## config.mk

```make
export PLATFORM = sky130hd
export DESIGN_NAME = div_issue_ctrl
export DESIGN_NICKNAME = d
export VERILOG_FILES = /design/src/rtl/div_issue_ctrl_pkg.sv /design/src/rtl/div_issue_ctrl.sv
export SDC_FILE = /design/constraint.sdc
export NUM_CORES = 1
export LEC_CHECK = 0
export CAP_MARGIN = 10
export CORE_MARGIN = 4
export CORE_UTILIZATION = 39
export CTS_BUF_LIST = sky130_fd_sc_hd__clkbuf_4
export CTS_CLUSTER_DIAMETER = 150
export DETAILED_ROUTE_END_ITERATION = 12
export GPL_ROUTABILITY_DRIVEN = 0
export HOLD_SLACK_MARGIN = 0.03
export PLACE_DENSITY = 0.9
export SYNTH_ARGS = -nofsm -noshare
export SYNTH_HDL_FRONTEND = slang
export SYNTH_SLANG_ARGS = --single-unit
```

## constraint.sdc

```tcl
create_clock -name clk -period 1.75 [get_ports clk]
set_clock_uncertainty 0.2 [all_clocks]
set_input_delay 0.2625 -clock clk [delete_from_list [all_inputs] [get_ports clk]]
set_output_delay 0.2625 -clock clk [all_outputs]
set_load 0.03 [all_outputs]
```

## src/rtl/div_issue_ctrl_pkg.sv

```systemverilog
// Shared definitions for the EX-stage divider issue controller: divider handshake
// levels, register widths and the controller state encoding.
package div_issue_ctrl_pkg;

  localparam logic DIV_START        = 1'b1;
  localparam logic DIV_STOP         = 1'b0;
  localparam logic DIV_RESULT_READY = 1'b1;

  localparam int REG_W        = 32;
  localparam int REG_DOUBLE_W = 64;

  // Controller states, kept distinct from the divider's own state names.
  typedef enum logic [1:0] {
    CTRL_IDLE = 2'd0,
    CTRL_BUSY = 2'd1,
    CTRL_DONE = 2'd2,
    CTRL_GAP  = 2'd3
  } ctrl_state_e;

endpackage

```

## src/rtl/div_issue_ctrl.sv

```systemverilog
// EX-stage initiator for the multi-cycle divider: latches operands, drives start/annul,
// stalls the pipeline while busy and hands HI/LO to the HI/LO write path.
module div_issue_ctrl
  import div_issue_ctrl_pkg::*;
#(
  parameter int TIMEOUT_CYC = 64,
  parameter int ANNUL_GAP   = 2
) (
  input  logic                    clk,
  input  logic                    rst,
  input  logic                    div_req_i,
  input  logic                    signed_i,
  input  logic [REG_W-1:0]        opdata1_i,
  input  logic [REG_W-1:0]        opdata2_i,
  input  logic                    flush_i,
  input  logic [REG_DOUBLE_W-1:0] div_result_i,
  input  logic                    div_ready_i,
  output logic                    div_start_o,
  output logic                    div_annul_o,
  output logic                    div_signed_o,
  output logic [REG_W-1:0]        div_opdata1_o,
  output logic [REG_W-1:0]        div_opdata2_o,
  output logic                    stallreq_o,
  output logic                    whilo_o,
  output logic [REG_W-1:0]        hi_o,
  output logic [REG_W-1:0]        lo_o,
  output logic                    err_o
);

  localparam int TO_W  = $clog2(TIMEOUT_CYC + 1);
  localparam int GAP_W = $clog2(ANNUL_GAP + 1);
  localparam logic [TO_W-1:0]  TO_LAST  = TO_W'(TIMEOUT_CYC - 1);
  localparam logic [GAP_W-1:0] GAP_LAST = GAP_W'(ANNUL_GAP - 1);

  ctrl_state_e      state_r, state_nxt_s;
  logic [TO_W-1:0]  to_cnt_r, to_cnt_nxt_s;
  logic [GAP_W-1:0] gap_cnt_r, gap_cnt_nxt_s;
  logic             start_r, start_nxt_s;
  logic             annul_r, annul_nxt_s;
  logic             whilo_r, whilo_nxt_s;
  logic             err_r, err_nxt_s;
  logic             signed_r;
  logic [REG_W-1:0] op1_r, op2_r, hi_r, lo_r;
  logic             latch_s, capture_s, stall_s, issue_req_s;

  assign issue_req_s = div_req_i & ~flush_i;

  // Next-state, handshake and stall decode; flush outranks ready, ready outranks timeout.
  always_comb begin
    state_nxt_s   = state_r;
    to_cnt_nxt_s  = to_cnt_r;
    gap_cnt_nxt_s = gap_cnt_r;
    start_nxt_s   = start_r;
    annul_nxt_s   = 1'b0;
    whilo_nxt_s   = 1'b0;
    err_nxt_s     = 1'b0;
    latch_s       = 1'b0;
    capture_s     = 1'b0;
    stall_s       = 1'b0;
    case (state_r)
      CTRL_IDLE: begin
        stall_s     = issue_req_s;
        start_nxt_s = DIV_STOP;
        if (issue_req_s) begin
          latch_s      = 1'b1;
          start_nxt_s  = DIV_START;
          to_cnt_nxt_s = '0;
          state_nxt_s  = CTRL_BUSY;
        end else begin
          state_nxt_s = CTRL_IDLE;
        end
      end
      CTRL_BUSY: begin
        stall_s     = 1'b1;
        start_nxt_s = DIV_START;
        if (flush_i) begin
          annul_nxt_s   = 1'b1;
          start_nxt_s   = DIV_STOP;
          gap_cnt_nxt_s = '0;
          state_nxt_s   = CTRL_GAP;
        end else if (div_ready_i == DIV_RESULT_READY) begin
          capture_s   = 1'b1;
          state_nxt_s = CTRL_DONE;
        end else if (to_cnt_r == TO_LAST) begin
          annul_nxt_s   = 1'b1;
          err_nxt_s     = 1'b1;
          start_nxt_s   = DIV_STOP;
          gap_cnt_nxt_s = '0;
          state_nxt_s   = CTRL_GAP;
        end else begin
          to_cnt_nxt_s = to_cnt_r + TO_W'(1);
        end
      end
      CTRL_DONE: begin
        // Dropping start here lets the divider leave its end state.
        start_nxt_s = DIV_STOP;
        whilo_nxt_s = ~flush_i;
        state_nxt_s = CTRL_IDLE;
      end
      CTRL_GAP: begin
        stall_s     = issue_req_s;
        start_nxt_s = DIV_STOP;
        if (gap_cnt_r == GAP_LAST) begin
          state_nxt_s = CTRL_IDLE;
        end else begin
          gap_cnt_nxt_s = gap_cnt_r + GAP_W'(1);
        end
      end
      default: begin
        start_nxt_s = DIV_STOP;
        state_nxt_s = CTRL_IDLE;
      end
    endcase
  end

  // Control state, counters and one-cycle pulse outputs.
  always_ff @(posedge clk or negedge rst) begin
    if (!rst) begin
      state_r   <= CTRL_IDLE;
      to_cnt_r  <= '0;
      gap_cnt_r <= '0;
      start_r   <= 1'b0;
      annul_r   <= 1'b0;
      whilo_r   <= 1'b0;
      err_r     <= 1'b0;
    end else begin
      state_r   <= state_nxt_s;
      to_cnt_r  <= to_cnt_nxt_s;
      gap_cnt_r <= gap_cnt_nxt_s;
      start_r   <= start_nxt_s;
      annul_r   <= annul_nxt_s;
      whilo_r   <= whilo_nxt_s;
      err_r     <= err_nxt_s;
    end
  end

  // Operand latch on issue and HI/LO capture on result; both hold otherwise.
  always_ff @(posedge clk or negedge rst) begin
    if (!rst) begin
      signed_r <= 1'b0;
      op1_r    <= '0;
      op2_r    <= '0;
      hi_r     <= '0;
      lo_r     <= '0;
    end else begin
      if (latch_s) begin
        signed_r <= signed_i;
        op1_r    <= opdata1_i;
        op2_r    <= opdata2_i;
      end
      if (capture_s) begin
        hi_r <= div_result_i[REG_DOUBLE_W-1:REG_W];
        lo_r <= div_result_i[REG_W-1:0];
      end
    end
  end

  assign div_start_o   = start_r;
  assign div_annul_o   = annul_r;
  assign div_signed_o  = signed_r;
  assign div_opdata1_o = op1_r;
  assign div_opdata2_o = op2_r;
  assign stallreq_o    = stall_s;
  assign whilo_o       = whilo_r;
  assign hi_o          = hi_r;
  assign lo_o          = lo_r;
  assign err_o         = err_r;

endmodule
```

==> results of run 1 <==
[logic make-up (layout without fill, tap and decap cells)]
group | Yosys count | in the layout | synth area share
other cells | 0 | 1 | 0
simple gates | 33 | 34 | 0.0351
compound gates | 25 | 25 | 0.0319
buf+inv | 23 | 376 | 0.0286
flops | 144 | 144 | 0.601
fa+ha+maj | 7 | 7 | 0.0146
xor+xnor | 1 | 1 | 0.00146
mux | 133 | 133 | 0.287
[critical path, stage by stage (launching register included)]
cell and delay [ns]:
dfrtp_1 0.41, inv_2 0.09, ha_4 0.20, or3_4 0.33, a21oi_4 0.15, buf_12 0.13
[final cells by class]
cell class,instances,area share
repair buffers,338,0.312
clock buffers,18,0.0137
clock inverters,14,0.0211
inverters,6,0.00228
well taps,188,0.0238
multi-input cells,200,0.263
flip-flops and latches,144,0.364
diodes,1,0.000253
[synth_stat cells, types with 2 or more instances]
| cell type | n |
|---|---|
| o31ai_1 | 2 |
| nor2b_1 | 3 |
| o21ai_1 | 5 |
| inv_1 | 6 |
| mux2i_1 | 3 |
| nand2_1 | 6 |
| nand3_2 | 2 |
| o211ai_1 | 3 |
| and3_1 | 3 |
| nand2b_1 | 3 |
| buf_2 | 2 |
| mux2_4 | 61 |
| dfrtp_1 | 144 |
| mux2_1 | 65 |
| buf_4 | 6 |
| a21oi_1 | 3 |
| mux2_2 | 4 |
| o21a_1 | 2 |
| nor2_1 | 3 |
| nand3_1 | 2 |
| ha_1 | 7 |
| buf_6 | 8 |
[power breakdown]
part | total [mW] | switching (mW) | leakage [nW] | internal, mW
clock network | 2.52 | 1.23 | 0.180 | 1.29
logic | 10.1 | 5.48 | 3.01 | 4.59
registers | 5.91 | 1.00 | 1.74 | 4.91
[flip-flops by register name (all words and copies together), names as in the netlist]
name / flops
div_annul_o: 1
div_signed_o: 1
state_r: 2
lo_o: 32
gap_cnt_r: 2
div_opdata1_o: 32
hi_o: 32
div_start_o: 1
to_cnt_r: 7
div_opdata2_o: 32
err_o: 1
whilo_o: 1
[layer usage]
layer	GRT usage	part of all wire
met5	0	0
met4	0.0741	0.026
met3	0.0557	0.050
met2	0.412	0.54
met1	0.251	0.38
[how the worst min path moves through the flow]
stage                     startpoint           to  slack [ns]  cells past startpoint
floorplan                        rst  div_annul_o       -0.23                      0
global placement                 rst      hi_o[4]       -0.02                      1
detailed placement               rst      hi_o[4]       -0.01                      1
CTS                 div_result_i[52]     hi_o[20]        0.08                      2
global route        div_result_i[52]     hi_o[20]        0.07                      2
finish              div_result_i[30]     lo_o[30]        0.15                      2
[what timing repair did]
item / CTS / global route
resized for setup: 538 / 206
pin swaps: 5 / 4
hold buffers: 2 / 0
setup endpoints to repair: 235 / 237
gates cloned: 7 / 0
setup buffers: 17 / 2
endpoints found under the hold margin: 144 / 0
[through the flow]
step	setup TNS [ns]	area, um^2	setup slack (ns)
global route	-20.02	9900	-0.689
finish	-12.34	9900	-0.544
CTS	-13.83	10400	-0.621
detailed placement	-30.25	9250	-0.393
global placement	-23.43	9250	-0.246
floorplan	-0.00783	6080	-0.00783
==> flow_metrics.tcl, run 1 <==
set metrics [dict create \
    drive_gt1_frac 0.539 \
    p_per_area_nw_per_um2 1870 \
    path_class "register to output port" \
    p_leak_nw 4.93 \
    crit_arrival_ns 1.83 \
    r2r_cells 7 \
    crit_start "state_r[0]" \
    syn_area_per_cell_um2 16.4 \
    cts_buffer_depth 2 \
    syn_area_um2 6000 \
    required_ns 1.29 \
    yosys.cell_types.count 45 \
    cp-start-kind "register" \
    clk_latency_ns 0.51 \
    yosys.area.top_type "dfrtp_1" \
    syn_nets 507 \
    clkSlewWorstSetupHoldPaths_ns 0.13 \
    grt_pass1_vias 5269 \
    area_delta_synth_final_pct 65.1 \
    synth_enable_flop_cells 0 \
    drc 0 \
    io_buffer_count 267 \
    p_total_mw 18.5 \
    yosys_warnings 0 \
    synth-seq-cells 144 \
    grt_antenna_before_repair 1 \
    dieWidth_um 132 \
    grt_pass1_wl_um 30300 \
    yosysTopAreaCellShare 0.601 \
    cts_tree "done" \
    hold_viol 0 \
    cts_made_buffers 17 \
    reg2reg_to "hi_o[28]" \
    fin_ws_ns -0.544 \
    peakVddDrop_mv 0.901 \
    tightest_slew_ns 0.366 \
    min_period_ns 2.29 \
    synth_cells 366 \
    drtAntennaViolNets 0 \
    initial_core_util 0.396 \
    r2r_start "state_r[0]" \
    die_area_um2 17400 \
    wl_per_cell_um 21.3 \
    dpl.cell_count 852 \
    drt_pass1_iterations 6 \
    track_usage 0.223 \
    vias 4551 \
    htreeDepth 4 \
    status "finished, violations left" \
    slew_headroom 0.756 \
    final_core_util 0.654 \
    setup_viol 137 \
    layout_commonest_cell "dfrtp_1" \
    core_area_um2 15100 \
    whs_ns 0.147 \
    row_count 45 \
    multiInputGateArea_um2 2600 \
    final_net_count 848 \
    drt_iter0_drc 177 \
    crit_path_max_fanout 2 \
    mostFrequentLayoutCells "dfrtp_1 (144), clkdlybuf4s50_1 (132), mux2_4 (126), buf_2 (109), buf_4 (28)" \
    fin_crit_sh 1.31 \
    violations "negative setup slack" \
    worstSetupEndpointType "output port" \
    yosys_most_used_dff "dfrtp_1" \
    grt_max_degree 44 \
    finalMaxSlewViolations 0 \
    r2r_setup_slack_ns -0.17 \
    grt_setup_unrepaired "yes" \
    fin_cells 909 \
    pin_count 268 \
    synth_area_leaders "dfrtp_1 (60%), mux2_4 (15%), mux2_1 (12%), buf_6 (1.5%), ha_1 (1.5%)" \
    cp-endpoint "stallreq_o" \
    die_y_um 132 \
    viasPerCell 5.01 \
    root_buffer "clkbuf_4" \
    async_flop_share 1.00 \
    max_freq_ghz 0.436 \
    min_path_type "primary input to register" \
    drt_wl_total_um 19300 \
    grt_remaining_overflow 0 \
    fillers 1102 \
    seqCellArea_um2 3600 \
    maxCapViolations 0 \
    hpwl_um 12800 \
    cts_sinks 144 \
    seq_area_frac_synth 0.601 \
]
No activity file was read; power rests on OpenSTA's default activity.
==> run 2: changes to the inputs <==
Settings changed: GPL_ROUTABILITY_DRIVEN 0 to default, SETUP_SLACK_MARGIN from default to 0.3.
==> run 2 against run 1 <==
Compared with the run above:
- the run still ends with negative setup slack left
- global-route usage increased by 0.076 points
- register-to-register slack got worse by 0.16 ns
- via count increased by 6.8%
- flip-flop and latch count unchanged
- fmax decreased by 0.74%
- hold slack got worse by 0.081 ns
- first-iteration DRC count increased by 5.1%
- total power increased by 16%
- non-clock buffer count increased by 98
- core utilization increased by 9.2 points
==> flow_metrics.tcl, run 2 (synthesis gave the netlist of run 1 again) <==
set metrics [dict create \
    grt_pass1_vias 5482 \
    core_area_um2 15100 \
    routabilityCongestion 0.811 \
    grt_antenna_before_repair 0 \
    cts_buffer_depth 2 \
    fin_cells 1006 \
    drt_iter0_drc 186 \
    root_buffer "clkbuf_4" \
    vias 4862 \
    track_usage 0.224 \
    mostFrequentLayoutCells "buf_6 (151), dfrtp_1 (142), clkdlybuf4s50_1 (132), mux2_4 (130), buf_4 (126)" \
    initial_core_util 0.396 \
    p_clk_frac 0.083 \
    drt_pass1_iterations 5 \
    cp_top_family "flip-flops" \
    whs_ns 0.0659 \
    required_ns 1.29 \
    p_leak_nw 5.71 \
    crit_path_max_fanout 2 \
    max_freq_ghz 0.433 \
    tightest_slew_ns 0.523 \
    fin_crit_sh 1.32 \
    htreeDepth 4 \
    final_net_count 946 \
    worstSetupEndpointType "output port" \
    max_stage_delay_ns 0.41 \
    cp_num_buf_inv 2 \
    grt_pass1_wl_um 30700 \
    hold_viol 0 \
    final.setup.tns_ns -22.52 \
    slew_headroom 0.652 \
    drtAntennaViolNets 0 \
    p_int_mw 13.1 \
    cts_tree "done" \
    path_class "register to output port" \
    fin_ws_ns -0.561 \
    die_area_um2 17400 \
    min_period_ns 2.31 \
    p_sw_frac 0.392 \
    status "finished, violations left" \
    power_frac_comb 0.625 \
    cts_sinks 144 \
    crit_chain "inv_2, ha_4, or3_4, a21oi_4, buf_6" \
    pin_count 268 \
    viasPerCell 4.83 \
    p_total_mw 21.5 \
    antenna_cells 0 \
    io_buffer_count 267 \
    clkSlewWorstSetupHoldPaths_ns 0.13 \
    final_area_um2 11300 \
    clk_latency_ns 0.52 \
    dpl.cell_count 848 \
    drt_wl_total_um 20700 \
    row_count 45 \
    wl_per_cell_um 20.5 \
    peakVddDrop_mv 1.23 \
    dpl_worst_slack_ns -0.303 \
    area_delta_synth_final_pct 88.4 \
    dieWidth_um 132 \
    seqPwrFrac 0.292 \
    cp-start-kind "register" \
    finalMaxSlewViolations 0 \
    die_y_um 132 \
    drc 0 \
    final_core_util 0.746 \
    grt_remaining_overflow 0 \
    placed_area_um2 9470 \
    power_switching_mw 8.42 \
    crit_arrival_ns 1.85 \
    setup_viol 136 \
    critPathSlowestCell "dfrtp_1" \
    maxCapViolations 0 \
    hpwl_um 12800 \
    grt_setup_unrepaired "yes" \
    violations "negative setup slack" \
    min_path_type "primary input to async pin" \
    layout_commonest_cell "buf_6" \
    p_per_area_nw_per_um2 1900 \
    grt_max_degree 51 \
    cts_made_buffers 17 \
    drive_gt1_frac 0.605 \
]
[run 2: changes by cell type in the layout (fill, tap and decap cells not counted), sizes merged]
cell	previous run	this run
diode	1	0
dlygate4sd3	2	1
clkdlybuf4s15	24	0
bufinv	5	0
clkinvlp	1	2
clkbuf	18	21
clkinv	5	10
inv	9	6
buf	180	302
[run 2: worst register-to-register path, stage by stage, from the launching register on]
cell     delay, ns
dfrtp_2       0.44
buf_4         0.15
ha_4          0.16
buf_4         0.12
and2b_4       0.19
buf_12        0.14
nand2_8       0.11
buf_16        0.15
mux2_4        0.31
[run 2: worst paths after layout]
check / endpoint / slack (ns) / cells past startpoint / start
worst max-delay path: stallreq_o / -0.56 / 5 / state_r[1]
worst min-delay path: hi_o[9] / 0.07 / 2 / rst
worst max register to register: hi_o[28] / -0.33 / 8 / state_r[0]
worst min register to register: to_cnt_r[6] / 0.31 / 1 / to_cnt_r[6]
max in group asynchronous: to_cnt_r[2] / 0.73 / 3 / rst
min in group clk: div_opdata1_o[7] / 0.14 / 2 / opdata1_i[7]
[run 2: repair_timing]
item,4_1_cts,5_1_grt
endpoints found under the hold margin,144,0
resized for setup,971,24
pin swaps,4,4
setup endpoints to repair,277,277
setup buffers,73,41
hold buffers,1,0
cloned,10,1
[run 2: power by group through the flow]
stage	Combinational [mW]	Sequential [mW]	Clock, mW
finish	13.4	6.27	1.78
global route	13.9	6.44	2.01
CTS	12.6	6.19	1.81
detailed placement	10.6	6.00	0
global placement	10.4	5.89	0
floorplan	3.27	8.88	0
[run 2: area by class of cell]
class | count | area, um^2
fill | 876 | 3850
tap | 188 | 235
sequential | 144 | 3610
clock buffer | 20 | 150
multi-input combinational | 200 | 2660
clock inverter | 12 | 71.3
timing repair buffer | 436 | 4550
inverter | 6 | 22.5
[run 2: metal layers]
metal | vias to the layer above | routed length, um | global-route usage
met5 | - | 0 | 0
met4 | 0 | 415 | 0.0677
met3 | 30 | 1030 | 0.0595
met2 | 192 | 11300 | 0.409
met1 | 2451 | 7910 | 0.256
li1 | 2189 | - | -
